`src/rtl/wb_queue_pkg.sv`:
```
// ----------------------------------------------------------------------------
// wb_queue_pkg
// Shared definitions for the writeback queue and the register file it feeds.
//   AW          register address width (also the reg_file address width)
//   DW          data width (also the reg_file data width)
//   WB_DEPTH    default number of queue entries (power of two, >= 2)
//   wb_entry_t  one pending writeback: destination register plus result
//   ptr_width   index width needed to address DEPTH entries
// ----------------------------------------------------------------------------
package wb_queue_pkg;

    localparam int AW       = 6;
    localparam int DW       = 64;
    localparam int WB_DEPTH = 4;

    typedef struct packed {
        logic [AW-1:0] addr;
        logic [DW-1:0] data;
    } wb_entry_t;

    // Never return zero so a pointer always has at least one bit.
    function automatic int ptr_width(input int depth);
        return (depth > 1) ? $clog2(depth) : 1;
    endfunction

endpackage

```
`src/rtl/wb_queue_if.sv`:
```
// ----------------------------------------------------------------------------
// wb_queue_if
// Bus bundle around the writeback queue.
//   Producer A (ALU)        : a_valid, a_ready, a_addr, a_data
//   Producer B (load unit)  : b_valid, b_ready, b_addr, b_data
//   Retirement control      : wb_hold
//   reg_file write port     : wr_en, in_addr, in_data
//   Operand forwarding      : addr_r1/2 in, fwd_hit1/2 and fwd_data1/2 out
//   Status                  : count (occupied entries)
// Modports: slave = the queue itself, master = whatever drives producers,
// hold and read addresses and consumes the write/forward outputs.
// ----------------------------------------------------------------------------
interface wb_queue_if
    import wb_queue_pkg::*;
#(
    parameter int DEPTH = WB_DEPTH
);

    localparam int CW = ptr_width(DEPTH) + 1;

    logic          a_valid;
    logic          a_ready;
    logic [AW-1:0] a_addr;
    logic [DW-1:0] a_data;

    logic          b_valid;
    logic          b_ready;
    logic [AW-1:0] b_addr;
    logic [DW-1:0] b_data;

    logic          wb_hold;

    logic          wr_en;
    logic [AW-1:0] in_addr;
    logic [DW-1:0] in_data;

    logic [AW-1:0] addr_r1;
    logic [AW-1:0] addr_r2;
    logic          fwd_hit1;
    logic          fwd_hit2;
    logic [DW-1:0] fwd_data1;
    logic [DW-1:0] fwd_data2;

    logic [CW-1:0] count;

    modport slave (
        input  a_valid, a_addr, a_data,
        input  b_valid, b_addr, b_data,
        input  wb_hold, addr_r1, addr_r2,
        output a_ready, b_ready,
        output wr_en, in_addr, in_data,
        output fwd_hit1, fwd_hit2, fwd_data1, fwd_data2,
        output count
    );

    modport master (
        output a_valid, a_addr, a_data,
        output b_valid, b_addr, b_data,
        output wb_hold, addr_r1, addr_r2,
        input  a_ready, b_ready,
        input  wr_en, in_addr, in_data,
        input  fwd_hit1, fwd_hit2, fwd_data1, fwd_data2,
        input  count
    );

endinterface

```
`src/rtl/wb_fwd_match.sv`:
```
// ----------------------------------------------------------------------------
// wb_fwd_match
// Combinational forwarding lookup over the queue storage for one read port.
//   entries  queue storage, indexed by slot
//   head     slot of the oldest occupied entry
//   count    number of occupied entries starting at head
//   addr     operand read address
//   hit      some occupied entry targets addr
//   data     data of the youngest such entry, zero when there is no hit
// Build option: WB_ZERO_REG_EN makes register 0 never produce a hit.
// ----------------------------------------------------------------------------
module wb_fwd_match
    import wb_queue_pkg::*;
#(
    parameter int DEPTH = WB_DEPTH
) (
    input  wb_entry_t [DEPTH-1:0]              entries,
    input  logic [ptr_width(DEPTH)-1:0]        head,
    input  logic [ptr_width(DEPTH):0]          count,
    input  logic [AW-1:0]                      addr,
    output logic                               hit,
    output logic [DW-1:0]                      data
);

    localparam int PW = ptr_width(DEPTH);
    localparam int CW = PW + 1;

    logic [PW-1:0] idx;

    // Walk from oldest to youngest; a later match overwrites an earlier
    // one, so the youngest pending write to this register wins.
    always_comb begin
        hit  = 1'b0;
        data = '0;
        idx  = '0;
        for (int i = 0; i < DEPTH; i++) begin
            idx = head + PW'(i);
            if ((CW'(i) < count) && (entries[idx].addr == addr)) begin
                hit  = 1'b1;
                data = entries[idx].data;
            end
        end
`ifdef WB_ZERO_REG_EN
        if (addr == '0) begin
            hit  = 1'b0;
            data = '0;
        end
`endif
    end

endmodule

```
`src/rtl/wb_queue.sv`:
```
// ----------------------------------------------------------------------------
// wb_queue
// Writeback buffer in front of reg_file. Collects results from the ALU
// (port A, higher priority) and the load unit (port B), keeps them in
// program order, retires one per cycle onto the reg_file write port and
// forwards still-pending data to the two operand read ports.
//   clk   rising-edge clock
//   rst   asynchronous active-low reset; drops every pending entry
//   bus   wb_queue_if.slave (handshakes, write port, forwarding, count)
// Build option: WB_ZERO_REG_EN - results for register 0 are accepted but
// discarded, and register 0 never forwards.
// ----------------------------------------------------------------------------
module wb_queue
    import wb_queue_pkg::*;
#(
    parameter int DEPTH = WB_DEPTH
) (
    input  logic       clk,
    input  logic       rst,
    wb_queue_if.slave  bus
);

    localparam int PW = ptr_width(DEPTH);
    localparam int CW = PW + 1;
    localparam int FW = CW + 1;

    wb_entry_t [DEPTH-1:0] mem_q;
    logic [PW-1:0]         head_q;
    logic [PW-1:0]         tail_q;
    logic [CW-1:0]         count_q;

    logic          empty;
    logic          retire;
    logic [FW-1:0] free;
    logic          a_fire;
    logic          b_fire;
    logic          a_enq;
    logic          b_enq;
    logic [1:0]    enq_count;
    logic [PW-1:0] b_slot;

    assign empty  = (count_q == '0);
    assign retire = !empty && !bus.wb_hold;

    // A retiring head frees its slot in the same cycle, so a full queue
    // that is draining can still accept a new result.
    assign free = FW'(DEPTH) - FW'(count_q) + FW'(retire);

    // Port A owns the first free slot; B only gets in alongside A when
    // two slots are available.
    assign bus.a_ready = (free >= FW'(1));
    assign bus.b_ready = bus.a_valid ? (free >= FW'(2)) : (free >= FW'(1));

    assign a_fire = bus.a_valid && bus.a_ready;
    assign b_fire = bus.b_valid && bus.b_ready;

    // Register 0 writes complete the handshake but never occupy a slot.
`ifdef WB_ZERO_REG_EN
    assign a_enq = a_fire && (bus.a_addr != '0);
    assign b_enq = b_fire && (bus.b_addr != '0);
`else
    assign a_enq = a_fire;
    assign b_enq = b_fire;
`endif

    assign enq_count = {1'b0, a_enq} + {1'b0, b_enq};
    assign b_slot    = tail_q + PW'(a_enq);

    // Pointer and occupancy bookkeeping; reset empties the queue.
    always_ff @(posedge clk or negedge rst) begin
        if (!rst) begin
            head_q  <= '0;
            tail_q  <= '0;
            count_q <= '0;
        end else begin
            head_q  <= head_q + PW'(retire);
            tail_q  <= tail_q + PW'(enq_count);
            count_q <= count_q + CW'(enq_count) - CW'(retire);
        end
    end

    // Entry storage is deliberately left unreset; occupancy alone decides
    // which slots are meaningful. B lands behind A when both enqueue.
    always_ff @(posedge clk) begin
        if (a_enq) begin
            mem_q[tail_q] <= '{addr: bus.a_addr, data: bus.a_data};
        end
        if (b_enq) begin
            mem_q[b_slot] <= '{addr: bus.b_addr, data: bus.b_data};
        end
    end

    assign bus.wr_en   = retire;
    assign bus.in_addr = mem_q[head_q].addr;
    assign bus.in_data = mem_q[head_q].data;
    assign bus.count   = count_q;

    wb_fwd_match #(.DEPTH(DEPTH)) u_fwd1 (
        .entries (mem_q),
        .head    (head_q),
        .count   (count_q),
        .addr    (bus.addr_r1),
        .hit     (bus.fwd_hit1),
        .data    (bus.fwd_data1)
    );

    wb_fwd_match #(.DEPTH(DEPTH)) u_fwd2 (
        .entries (mem_q),
        .head    (head_q),
        .count   (count_q),
        .addr    (bus.addr_r2),
        .hit     (bus.fwd_hit2),
        .data    (bus.fwd_data2)
    );

endmodule
```
`src/flat_wrapper.sv`:
```
// flat-port wrapper written by rule: the top's interface ports become plain ports
module wb_queue_flat import wb_queue_pkg::*;
#(
    parameter int DEPTH = WB_DEPTH
)
  (clk, rst, bus_a_valid, bus_a_addr, bus_a_data, bus_b_valid, bus_b_addr, bus_b_data, bus_wb_hold, bus_addr_r1, bus_addr_r2, bus_a_ready, bus_b_ready, bus_wr_en, bus_in_addr, bus_in_data, bus_fwd_hit1, bus_fwd_hit2, bus_fwd_data1, bus_fwd_data2, bus_count);
  wb_queue_if #(.DEPTH(DEPTH)) bus_i ();
  input  logic clk;
  input  logic rst;
  input wire logic [$bits(bus_i.a_valid)-1:0] bus_a_valid;
  input wire logic [$bits(bus_i.a_addr)-1:0] bus_a_addr;
  input wire logic [$bits(bus_i.a_data)-1:0] bus_a_data;
  input wire logic [$bits(bus_i.b_valid)-1:0] bus_b_valid;
  input wire logic [$bits(bus_i.b_addr)-1:0] bus_b_addr;
  input wire logic [$bits(bus_i.b_data)-1:0] bus_b_data;
  input wire logic [$bits(bus_i.wb_hold)-1:0] bus_wb_hold;
  input wire logic [$bits(bus_i.addr_r1)-1:0] bus_addr_r1;
  input wire logic [$bits(bus_i.addr_r2)-1:0] bus_addr_r2;
  output wire logic [$bits(bus_i.a_ready)-1:0] bus_a_ready;
  output wire logic [$bits(bus_i.b_ready)-1:0] bus_b_ready;
  output wire logic [$bits(bus_i.wr_en)-1:0] bus_wr_en;
  output wire logic [$bits(bus_i.in_addr)-1:0] bus_in_addr;
  output wire logic [$bits(bus_i.in_data)-1:0] bus_in_data;
  output wire logic [$bits(bus_i.fwd_hit1)-1:0] bus_fwd_hit1;
  output wire logic [$bits(bus_i.fwd_hit2)-1:0] bus_fwd_hit2;
  output wire logic [$bits(bus_i.fwd_data1)-1:0] bus_fwd_data1;
  output wire logic [$bits(bus_i.fwd_data2)-1:0] bus_fwd_data2;
  output wire logic [$bits(bus_i.count)-1:0] bus_count;
  assign bus_i.a_valid = bus_a_valid;
  assign bus_i.a_addr = bus_a_addr;
  assign bus_i.a_data = bus_a_data;
  assign bus_i.b_valid = bus_b_valid;
  assign bus_i.b_addr = bus_b_addr;
  assign bus_i.b_data = bus_b_data;
  assign bus_i.wb_hold = bus_wb_hold;
  assign bus_i.addr_r1 = bus_addr_r1;
  assign bus_i.addr_r2 = bus_addr_r2;
  assign bus_a_ready = bus_i.a_ready;
  assign bus_b_ready = bus_i.b_ready;
  assign bus_wr_en = bus_i.wr_en;
  assign bus_in_addr = bus_i.in_addr;
  assign bus_in_data = bus_i.in_data;
  assign bus_fwd_hit1 = bus_i.fwd_hit1;
  assign bus_fwd_hit2 = bus_i.fwd_hit2;
  assign bus_fwd_data1 = bus_i.fwd_data1;
  assign bus_fwd_data2 = bus_i.fwd_data2;
  assign bus_count = bus_i.count;
  wb_queue #(.DEPTH(DEPTH)) u_core (.clk(clk), .rst(rst), .bus(bus_i));
endmodule
```
`config.mk`:
```
export PLATFORM = sky130hd
export DESIGN_NAME = wb_queue_flat
export DESIGN_NICKNAME = d
export VERILOG_FILES = /design/src/rtl/wb_queue_pkg.sv /design/src/rtl/wb_queue_if.sv /design/src/rtl/wb_fwd_match.sv /design/src/rtl/wb_queue.sv /design/src/flat_wrapper.sv
export SDC_FILE = /design/constraint.sdc
export NUM_CORES = 1
export LEC_CHECK = 0
export CELL_PAD_IN_SITES_DETAIL_PLACEMENT = 0
export CELL_PAD_IN_SITES_GLOBAL_PLACEMENT = 2
export CORE_ASPECT_RATIO = 0.9
export CORE_MARGIN = 2
export CORE_UTILIZATION = 32
export DETAILED_ROUTE_END_ITERATION = 10
export PLACE_DENSITY = 0.91
export SKIP_LAST_GASP = 1
export SLEW_MARGIN = 0
export SYNTH_ARGS = -nofsm -noshare
export SYNTH_HDL_FRONTEND = slang
export SYNTH_SLANG_ARGS = --single-unit
export TNS_END_PERCENT = 100
```
`constraint.sdc`:
```
create_clock -name clk -period 5.05 [get_ports clk]
set_input_delay 0.505 -clock clk [delete_from_list [all_inputs] [get_ports clk]]
set_output_delay 0.505 -clock clk [all_outputs]
set_load 0.01 [all_outputs]
```
==> summary.txt <==
Global route
  • GR Overflow Total: 0
  • Global-route wire length before repair: about 130000 um
  • Total GRT Usage: between 20% and 30%
  • Largest net degree at the start of global routing: 149
  • Initial antenna violation count: 12
  • Vias in the first global route: 21100

Clock network
  • H-tree levels: 2
  • Clock transition at the registers of the reported paths: 0.06 ns
  • TritonCTS sink count: between 200 and 300
  • Inserted Clock Buffers: 37
  • Clock latency on the worst-skew pair: ~0.55 ns
  • CTS tree: done
  • Clock Tree Root: clkbuf_16
  • Clk buf depth: 3

Detailed routing
  • Post-Route WL: between 80000 and 90000 um
  • DR WL/cell: 20.8 um
  • Drc violations: 0
  • Drt first pass iters: 5
  • Starting DRT DRC Count: around 1800
  • Vias/cell: 5.48
  • Total number of vias: approximately 23000
  • Antenna Violating Nets Remaining: 0

Yosys
  • Synthesized area per cell: 7.49 um2
  • Asr flop ratio synth: 2.44%
  • Ranking of synthesized cells by area: dfxtp_1 (24%), mux2i_1 (19%), nand2_1 (9.1%)
  • Syn nets: 3274
  • Cell variety after synth: 50
  • Post-synthesis sequential area ratio: 24.8%
  • Synth cell count leaders: nand2_1 (566), mux2i_1 (437), o21ai_0 (284), dfxtp_1 (280), a21oi_1 (212)
  • Cell area after synthesis: 23300 um2
  • Top-count cell post-synth: nand2_1
  • Yosys top cell area share: ~24%
  • Primary FF master, synth: dfxtp_1
  • Cells after Synth: roughly 3100
  • Ys Warns: 0
  • Flops & latches, synth: ~290
  • EDFF count, synth: 0
  • Dominant cell type by area after synthesis: dfxtp_1

Setup path
  • CP max FO: 43
  • Most used cell, CP: buf_4
  • CP required: 4.55 ns
  • R2r setup slk: 0.99 ns
  • CP arrival: 4.42 ns
  • CP Class: reg2out
  • Buffer and inverter count on the worst path: 3
  • Startpoint Class: flip-flop
  • CP Cell Sequence: buf_4 -> mux2i_1 -> xnor2_1 -> nor3_1 -> a31oi_2 -> or4_4 -> buf_4 -> o21ai_0 -> o22ai_1 -> clkdlybuf4s50_1
  • Setup crit end kind: output pin
  • Delay-heaviest family, CP: buffers and inverters
  • Crit-path max cell delay: about 0.60 ns
  • Slowest-stage cell, CP: dfrtp_4

Final layout
  • Final net count: 3421
  • Proportion of layout cells with a drive suffix above 1: 6.70%
  • Fill cells: 7334
  • Syn-to-layout area delta: 23.9%
  • Final Instance Area: 28800 um2

Timing
  • Fin Clk Skew: about 0.024 ns
  • Final Cycle Share: ~98%
  • Final setup fails: 0
  • Worst rel slew slack: 30.7%
  • Fmax: 203 MHz
  • Hold Violations, Final: 0
  • Worst Max-Slew Pin Slew: slightly above 1 ns
  • Hold Slack: 0.300 ns
  • Min Tclk post-route: around 5 ns
  • Slew Viols, Final: 0

Power
  • PwrDens: 811 nW/um2
  • VDD IR max: 0.493 mV
  • Total power: 23.4 mW
  • NetSw: 11.3 mW
  • Pint: 12.1 mW
  • Clock network fraction of total power: a little under an eighth
  • Sequential share of power: 20.0%
  • Leak pwr: 12.6 nW
  • Logic pwr share: 68.4%
  • Sw Share: 48.2%

Die
  • Die footprint: 74900 um2
  • Core area: 71800 um2
  • Die Width: 288 um
  • Die height: 260 um
  • Site row count: 93
  • Initial Utilization: 32.4%
  • IO Pins: 363

Place
  • Placed cell area: 27500 um2
  • RD Place Congestion: 0.892
  • Final HPWL DP: around 56000 um
  • PortBufs: 362

Run
  • Max cap viols: 0

Hold path
  • Type of the tightest min-delay check: in2async

Run status
  • Outcome: completed
[repair_timing]
item / in CTS / in global routing
buffers inserted: 0 / 5
hold buffers: 0 / 0
resized for setup: 0 / 6
endpoints found under the setup margin: 0 / 65
[per-layer routing]
metal  global-route usage, %  share of wire [%]  vias up
met5                       0              0.052        -
met4                    5.37                1.6        6
met3                    3.36                6.6       92
met2                    36.3                 46      785
met1                    30.6                 46    10900
li1                        -                  -    11400
[cell usage in the layout, fill, tap and decap left out, types with 21 or more instances in the layout]
cell | Yosys | routed
o31ai_1 | 59 | 59
dfxtp_1 | 280 | 280
xnor2_1 | 28 | 28
clkbuf_16 | 0 | 40
a211oi_1 | 118 | 118
mux2i_1 | 437 | 436
o21a_1 | 57 | 57
nor2_1 | 210 | 210
o21ai_1 | 102 | 103
buf_4 | 7 | 23
clkdlybuf4s50_1 | 0 | 362
a211o_1 | 61 | 61
and3_1 | 61 | 61
o21ai_0 | 284 | 283
mux2_2 | 69 | 69
nor2b_1 | 62 | 61
xor2_1 | 28 | 28
o22a_1 | 61 | 61
a21oi_1 | 212 | 212
nand2_1 | 566 | 566
buf_12 | 0 | 21
[cell families after synthesis]
| family | count (synthesis) | share of synthesized area [%] |
|---|---|---|
| buffers and inverters | 318 | 5.94 |
| AOI/OAI and AO/OA | 971 | 25.6 |
| muxes | 524 | 23.9 |
| adders and majority gates | 10 | 0.570 |
| and+or+nand+nor | 941 | 17.1 |
| xor gates and xnor gates | 56 | 2.11 |
| DFF | 287 | 24.8 |
[power by group through the flow]
stage / combinational [mW] / clock, mW / sequential (mW)
6_report: 16.0 / 2.72 / 4.67
5_1_grt: 17.5 / 2.87 / 4.83
4_1_cts: 15.8 / 2.78 / 4.67
3_5_place_dp: 15.7 / 0 / 4.71
3_3_place_gp: 15.7 / 0 / 4.66
2_1_floorplan: 10.8 / 0 / 4.28
[flip-flops by register name, indices dropped and copies added (netlist names)]
signal            flops
u_core.head_q         2
u_core.tail_q         2
u_core.mem_q        280
u_core.bus.count      3
[cell type report]
cell class              count  area, um2  share of cell area (%)
clock inverters            11        115                   0.399
diodes                      7       17.5                  0.0608
well taps                 950       1190                    4.12
flip-flops and latches    287       5790                    20.1
multi-input cells        2504      16300                    56.4
repair buffers            409       4270                    14.8
inverters                  15       63.8                   0.221
clock buffers              56       1120                    3.89
[worst paths after layout]
| check | from | endpoint | cells past startpoint |
|---|---|---|---|
| setup / recovery | u_core.head_q[1] | bus_fwd_data2[63] | 10 |
| setup reg to reg | u_core.bus.count[2] | u_core.mem_q[31] | 13 |
| hold / removal | rst | u_core.head_q[1] | 1 |
| max in group asynchronous | rst | u_core.head_q[0] | 1 |
| min in group clk | u_core.mem_q[32] | u_core.mem_q[32] | 2 |
| hold reg to reg | u_core.mem_q[32] | u_core.mem_q[32] | 2 |
[metrics by stage]
stage          instances  setup slack, ns  setup TNS [ns]  util (%)
2_1_floorplan       3107             1.37               0         -
3_3_place_gp        4158            0.621               0      38.3
3_5_place_dp        4158            0.613               0      38.3
4_1_cts             4225           0.0110               0      40.0
5_1_grt             4235          -0.0166         -0.0166      40.1
6_report            4239            0.123               0      40.1
[worst reg2reg max path: cells and delay by family (launching register included)]
family | cells | cell delay (ns)
DFF | 1 | 0.51
AOI/OAI and AO/OA | 2 | 0.40
adders and majority gates | 3 | 0.77
and+or+nand+nor | 6 | 1.85
buffers and inverters | 2 | 0.39
Note: power is estimated with default switching activity, not from simulation.
